### src/rtl/fb_write_arbiter.sv
// Round-robin, burst-locking arbiter sharing one framebuffer write port among pixel producers.
// Optional out-of-range address dropping is enabled by defining FB_WRITE_ARBITER_BOUNDS_CHECK_EN.
module fb_write_arbiter #(
    parameter int unsigned NUM_REQ       = 3,
    parameter int unsigned BUFFER_WIDTH  = 160,
    parameter int unsigned BUFFER_HEIGHT = 120,
    parameter int unsigned DATA_WIDTH    = 12,
    parameter int unsigned ADDR_WIDTH    = $clog2(BUFFER_WIDTH * BUFFER_HEIGHT),
    localparam int unsigned OwnerW       = (NUM_REQ > 1) ? $clog2(NUM_REQ) : 1
) (
    input  logic                             clk,
    input  logic                             rst,
    input  logic [NUM_REQ-1:0]               req_valid,
    output logic [NUM_REQ-1:0]               req_ready,
    input  logic [NUM_REQ-1:0]               req_last,
    input  logic [NUM_REQ*ADDR_WIDTH-1:0]    req_addr,
    input  logic [NUM_REQ*DATA_WIDTH-1:0]    req_data,
    output logic                             write_en,
    output logic [ADDR_WIDTH-1:0]            write_addr,
    output logic [DATA_WIDTH-1:0]            write_data,
    output logic [OwnerW-1:0]                owner,
    output logic                             locked,
    output logic [15:0]                      oob_count
);

    typedef enum logic {StArbitrate, StLocked} state_e;

    state_e                  state;
    logic [OwnerW-1:0]       rr_ptr;
    logic [OwnerW-1:0]       grant_idx;
    logic                    grant_found;
    int unsigned             cand;
    logic [ADDR_WIDTH-1:0]   own_addr;
    logic [DATA_WIDTH-1:0]   own_data;
    logic                    own_valid;
    logic                    own_last;
    logic                    handshake;
    logic                    write_ok;

    // First valid requester at or after rr_ptr, wrapping.
    always_comb begin
        grant_found = 1'b0;
        grant_idx   = rr_ptr;
        cand        = 0;
        for (int unsigned k = 0; k < NUM_REQ; k++) begin
            cand = (32'(rr_ptr) + k) % NUM_REQ;
            if (!grant_found && req_valid[OwnerW'(cand)]) begin
                grant_found = 1'b1;
                grant_idx   = OwnerW'(cand);
            end
        end
    end

    always_comb begin
        own_addr  = '0;
        own_data  = '0;
        own_valid = 1'b0;
        own_last  = 1'b0;
        req_ready = '0;
        for (int unsigned i = 0; i < NUM_REQ; i++) begin
            if (owner == OwnerW'(i)) begin
                own_addr  = req_addr[i*ADDR_WIDTH +: ADDR_WIDTH];
                own_data  = req_data[i*DATA_WIDTH +: DATA_WIDTH];
                own_valid = req_valid[i];
                own_last  = req_last[i];
                req_ready[i] = (state == StLocked);
            end
        end
    end

    assign handshake = (state == StLocked) && own_valid;

`ifdef FB_WRITE_ARBITER_BOUNDS_CHECK_EN
    localparam int unsigned NumPixels = BUFFER_WIDTH * BUFFER_HEIGHT;
    logic [15:0] oob_q;

    assign write_ok  = 32'(own_addr) < NumPixels;
    assign oob_count = oob_q;

    always_ff @(posedge clk) begin
        if (rst) begin
            oob_q <= '0;
        end else if (handshake && !write_ok && oob_q != 16'hFFFF) begin
            oob_q <= oob_q + 16'd1;
        end
    end
`else
    assign write_ok  = 1'b1;
    assign oob_count = '0;
`endif

    always_ff @(posedge clk) begin
        if (rst) begin
            state      <= StArbitrate;
            rr_ptr     <= '0;
            owner      <= '0;
            locked     <= 1'b0;
            write_en   <= 1'b0;
            write_addr <= '0;
            write_data <= '0;
        end else begin
            write_en <= 1'b0;
            unique case (state)
                StArbitrate: begin
                    if (grant_found) begin
                        owner  <= grant_idx;
                        state  <= StLocked;
                        locked <= 1'b1;
                    end
                end
                StLocked: begin
                    if (handshake) begin
                        write_addr <= own_addr;
                        write_data <= own_data;
                        write_en   <= write_ok;
                        if (own_last) begin
                            state  <= StArbitrate;
                            locked <= 1'b0;
                            rr_ptr <= (owner == OwnerW'(NUM_REQ - 1)) ? '0
                                                                      : owner + OwnerW'(1);
                        end
                    end
                end
                default: state <= StArbitrate;
            endcase
        end
    end

endmodule

### config.mk
export PLATFORM = sky130hd
export DESIGN_NAME = fb_write_arbiter
export DESIGN_NICKNAME = d
export VERILOG_FILES = /design/src/rtl/fb_write_arbiter.sv
export SDC_FILE = /design/constraint.sdc
export NUM_CORES = 1
export LEC_CHECK = 0
export BUFFER_PORTS_ARGS = -buffer_cell sky130_fd_sc_hd__buf_2
export CAP_MARGIN = 20
export CORE_MARGIN = 2
export CORE_UTILIZATION = 46
export DETAILED_ROUTE_END_ITERATION = 8
export MAX_ROUTING_LAYER = met4
export PLACE_DENSITY = 0.86
export REMOVE_ABC_BUFFERS = 1
export SYNTH_ARGS = -nofsm -noshare
export SYNTH_HDL_FRONTEND = slang
export SYNTH_SLANG_ARGS = --single-unit
### constraint.sdc
create_clock -name clk -period 4.3 [get_ports clk]
set_clock_uncertainty 0.2 [all_clocks]
set_input_delay 0.645 -clock clk [delete_from_list [all_inputs] [get_ports clk]]
set_output_delay 0.645 -clock clk [all_outputs]
set_load 0.05 [all_outputs]
== Word level (Yosys, flattened, before mapping) ==
Index checks and enable logic that the tools add are counted.
Word-level totals
  bits in registers: 34
  input bits: 89
  output and inout bits: 50
  word-level logic and storage cells: 70
Cells by class
  add/sub/neg operators: 3
  div/mod/pow operators: 3
  order comparisons: 3
  equal/unequal tests: 5
  muxes and demuxes: 37
  bitwise operators: 1
  reduce and logical (&&, ||, !) cells: 11
Operator list (count)
  remainder unit 32 x 2 -> 32 bit (second input constant): 2
  2-to-1 mux 15 bit: 3
  2-to-1 mux 12 bit: 3
  remainder unit 2 x 2 -> 32 bit (second input constant): 1
  2-to-1 mux 1 bit: 22
  less-than comparator 2 x 3 -> 1 bit (second input constant): 3
  2-to-1 mux 2 bit: 4
  binary-select mux 1 bit (select 2 bit): 3
  AND reduction 3 bit: 2
  != test 2 x 1 -> 1 bit (second input constant): 2
  one-hot mux 1 bit (2 select lines): 2
  AND reduction 2 bit: 2
  adder 2 x 1 -> 3 bit (second input constant): 1
  adder 2 x 2 -> 3 bit (second input constant): 1
  logical AND 1 bit: 3
  adder 2 x 1 -> 2 bit (second input constant): 1
  == test 2 x 1 -> 1 bit (second input constant): 1
  == test 2 bit (second input constant): 1
  logical NOT 1 bit: 2
  logical NOT 2 bit: 1
  != test 2 bit (second input constant): 1
  OR reduction 2 bit: 1
  NOT 1 bit: 1

== Depth between registers and ports, before layout ==
  depth after elaboration: 12
  gate-level depth with buffers: 8
  gate-level depth less buffers: 7

== Worst setup path before layout ==
OpenSTA, ideal clock, no wires.
  path kind: register -> output
  start point: reg owner[0]
  end point: out req_ready[1]
  data arrival time: 2294 ps
  data required time: 3455 ps
  setup slack: 1161 ps
  cell stages (with the launch flop): 4
  buffers on the path: 2
  cells stage by stage: dfxtp_1 > buf_4 > buf_2 > nor3b_1
Between the ends
  cells in the longest elaborated chain, start to end: 2
Ends and longest elaborated chain
  start: declaration: line 21  | output logic [OwnerW-1:0] owner,
  start signal: assignment: line 106  | owner <= grant_idx;
  == test 2 x 1 -> 1 bit: line 61  | if (owner == OwnerW'(i)) begin
  2-to-1 mux 1 bit: line 61
  end: declaration: line 14  | output logic [NUM_REQ-1:0] req_ready,
No other way between the ends.

== Worst setup path after layout ==
  start point: reg owner[0]
  end point: reg write_data[1]
Between the ends
  cells in the longest elaborated chain, start to end: 6
  elaborated cells on any way between the ends: 11
  classes of those cells: eq/ne (2); mux (6); reduce/logical (3)
Ends and longest elaborated chain
  logical NOT 2 bit: line 61
  2-to-1 mux 1 bit (3 in series): line 61
  logical AND 1 bit: line 71  | assign handshake = (state == StLocked) && own_valid;
  AND reduction 2 bit (no line)
  end signal: assignment: line 114  | write_data <= own_data;
  end: declaration: line 20  | output logic [DATA_WIDTH-1:0] write_data,
Several ways; a longest one is shown, not always the timed one.
A chain may end at the register's enable or synchronous reset.

==> impl_metrics.py <==
metrics = {
    "floorplan": {
        "core_area_um2": 4410,
        "ios": 139,
        "rows": 24,
        "initial_utilization_pct": 48.6,
        "die_area_um2": 5230,
        "die_h_um": 72.3,
        "fp.dieW_um": 72.3,
    },
    "final_layout": {
        "diodes": 0,
        "area_growth_pct": 27.7,
        "layout.nets": 461,
        "finalCoreUtilization_pct": 62.1,
        "drive_above_1_share_pct": 36.8,
    },
    "clock_tree": {
        "cts_buffer_depth": 2,
        "clk_pin_slew_worst_paths_ps": 70,
        "worst_skew_pair.late_latency_ps": 270,
        "numCtsBuffers": 5,
        "cts_tree": "done",
        "cts_resized": 0,
        "cts_root_buf": "clkbuf_8",
        "cts-htree-levels": 2,
        "cts_sinks": 34,
        "post_cts_buffers": 0,
        "ctsHoldBuffers": 0,
    },
    "drt": {
        "routed-wl-met3_um": 325,
        "drc": 0,
        "drt_iter0_drc": 47,
        "route.antenna.remaining_nets": 0,
        "routed_wirelength_mm": 5.23,
        "via_per_inst": 5.14,
        "firstDrtPassIters": 4,
        "vias": 2171,
        "met2_length_mm": 2.62,
        "wirelength_met1_mm": 2.22,
        "wire_per_inst_um": 12.4,
        "routed.top_layer": "met4",
    },
    "sta": {
        "fmax_mhz": 334,
        "final.min_clock_period_ps": 2990,
        "finalMaxSlewViolations": 0,
        "timing.hold.ws_ps": 271,
        "min_period_over_period_pct": 69.5,
        "fin_ws_ps": 1310,
        "max_slew_margin_pct": 28.7,
        "setup_tns_ps": 0,
        "final_hold_viol_count": 0,
        "tightestPinTransition_ps": 1070,
        "rsz0062_at_grt": "false",
        "setup_violations": 0,
    },
    "setup_path": {
        "critPathMaxFanout": 57,
        "timing.rr.start": "owner[0]",
        "worst-r2r-cell-count": 5,
        "crit_required_ps": 4280,
        "r2r_slack_ps": 1310,
        "crit_start": "owner[0]",
        "endpoint": "write_data[1]",
        "cp.arrival_ps": 2970,
        "cp-end-kind": "flip-flop",
        "crit_path_start_kind": "flip-flop",
        "crit_type": "reg2reg",
        "reg2reg_to": "write_data[1]",
    },
    "grt": {
        "grt_antenna_before_repair": 0,
        "grt_overflow_total": 0,
        "grt_pass1_vias": 1907,
        "grt_max_degree": 58,
        "grt_pass1_wl_mm": 8.19,
        "track_usage_pct": 20.3,
    },
    "yosys": {
        "syn_area_um2": 2150,
        "yosys.area_share.xor_xnor_pct": 0,
        "synth-simple-area-share_pct": 16.2,
        "synth_seq_area_share_pct": 31.7,
        "muxShareOfSynthArea_pct": 14.9,
        "synth_compound_gate_area_share_pct": 22.7,
        "synth.distinct_cells": 35,
        "avgSynthCellArea_um2": 8.22,
        "synth_top_family_by_area": "compound AO/OA/AOI/OAI gates",
        "ys_seq_elements": 34,
        "ys.warnings.count": 0,
        "synthCells": 261,
        "synthAdderAreaFrac_pct": 1.75,
    },
    "pwr": {
        "peakVddDrop_uv": 229,
        "power_density_nw_per_um2": 413,
        "p_leak_nw": 1.27,
    },
    "min_path": {
        "hold_path.class": "reg2reg",
    },
    "placement": {
        "gp_congestion": 0.790,
        "dp_hpwl_mm": 3.78,
        "place_ws_ps": 1300,
        "numPortBuffers": 122,
    },
    "status": {
        "status": "finished, final reports clean",
    },
    "job": {
        "cap_violations": 0,
    },
}
-- final cells by class --
type / instances / area [um^2]
Inverter: 4 / 15.0
Multi-Input combinational cell: 201 / 1250
Tap cell: 52 / 65.1
Fill cell: 417 / 1670
Timing Repair Buffer: 123 / 618
Clock inverter: 1 / 30.0
Sequential cell: 34 / 682
Clock buffer: 7 / 76.3
-- registers in the layout, summed over array words and instances, names as in the netlist --
register,cells
write_addr,15
write_data,12
owner,2
rr_ptr,2
locked,1
state,1
write_en,1
-- stage by stage --
stage,area (um^2),power (mW),cells
floorplan,1950,0.739,239
global placement,2630,0.849,414
detailed placement,2630,0.859,414
CTS,2740,1.14,422
global route,2740,1.20,422
finish,2740,1.13,422
-- worst min-delay path by stage --
stage	from	endpoint	slack (ps)	depth (start not counted)
final	locked	locked	270	2
after global routing	locked	locked	300	2
after detailed placement	locked	locked	260	2
after floorplan	rr_ptr[1]	rr_ptr[1]	260	2
after global placement	locked	locked	260	2
after CTS	locked	locked	280	2
-- worst max-delay path: stages, from the launching register on --
cell      delay [ps]
dfxtp_2          650
nor2b_4          660
and2_1           240
o21a_2           770
nor2_1            80
a211oi_1         270
-- logic make-up after synthesis --
group,Yosys count
AOI/OAI and AO/OA,72
adders and majority gates,3
buffers and inverters,41
DFF,34
muxes,32
other,1
and+or+nand+nor,78
-- per-layer routing --
metal | global-route usage, % | vias to the layer above
met5 | - | -
met4 | 8.18 | 0
met3 | 3.33 | 7
met2 | 36.7 | 89
met1 | 21.8 | 967
li1 | - | 1108
-- report_power, final --
| group | internal, mW | total, mW | switching [mW] |
|---|---|---|---|
| Clock | 0.173 | 0.279 | 0.106 |
| Sequential | 0.354 | 0.395 | 0.0410 |
| Combinational | 0.147 | 0.457 | 0.310 |
| Total | 0.675 | 1.13 | 0.456 |
-- cell usage after synthesis (all sizes together) --
library cell  count  area, um^2
o211ai            1        7.51
nor2             57         214
nor4              1        6.26
or3b              1        8.76
clkbuf            8        30.0
conb              1        3.75
nand2             5        18.8
nor3              3        15.0
a21boi            1        7.51
a221oi            2        30.0
nand3b            5        37.5
o41ai             2        25.0
a21oi            30         150
mux2i            32         320
o21a              1        7.51
inv               4        15.0
nor2b             2        20.0
a211o             1        8.76
ha                3        37.5
buf              29         224
a211oi           27         203
o32a              1        10.0
nor3b             2        15.0
and2              1        6.26
o31a              1        8.76
o21ai             5        28.8
dfxtp            34         681
nand2b            1        6.26
-- cell usage in the layout (no fill, tap or decap), types with 2 or more instances in the layout --
cell,n
a211oi_1,27
a21oi_1,30
a221oi_2,2
buf_2,122
clkbuf_1,2
clkbuf_8,5
conb_1,16
dfxtp_1,33
ha_1,3
inv_1,4
mux2i_1,32
nand2_1,5
nand3b_1,5
nor2_1,57
nor3_1,3
nor3b_1,2
o21ai_0,2
o21ai_1,2
No activity file was read; power rests on OpenSTA's default activity.
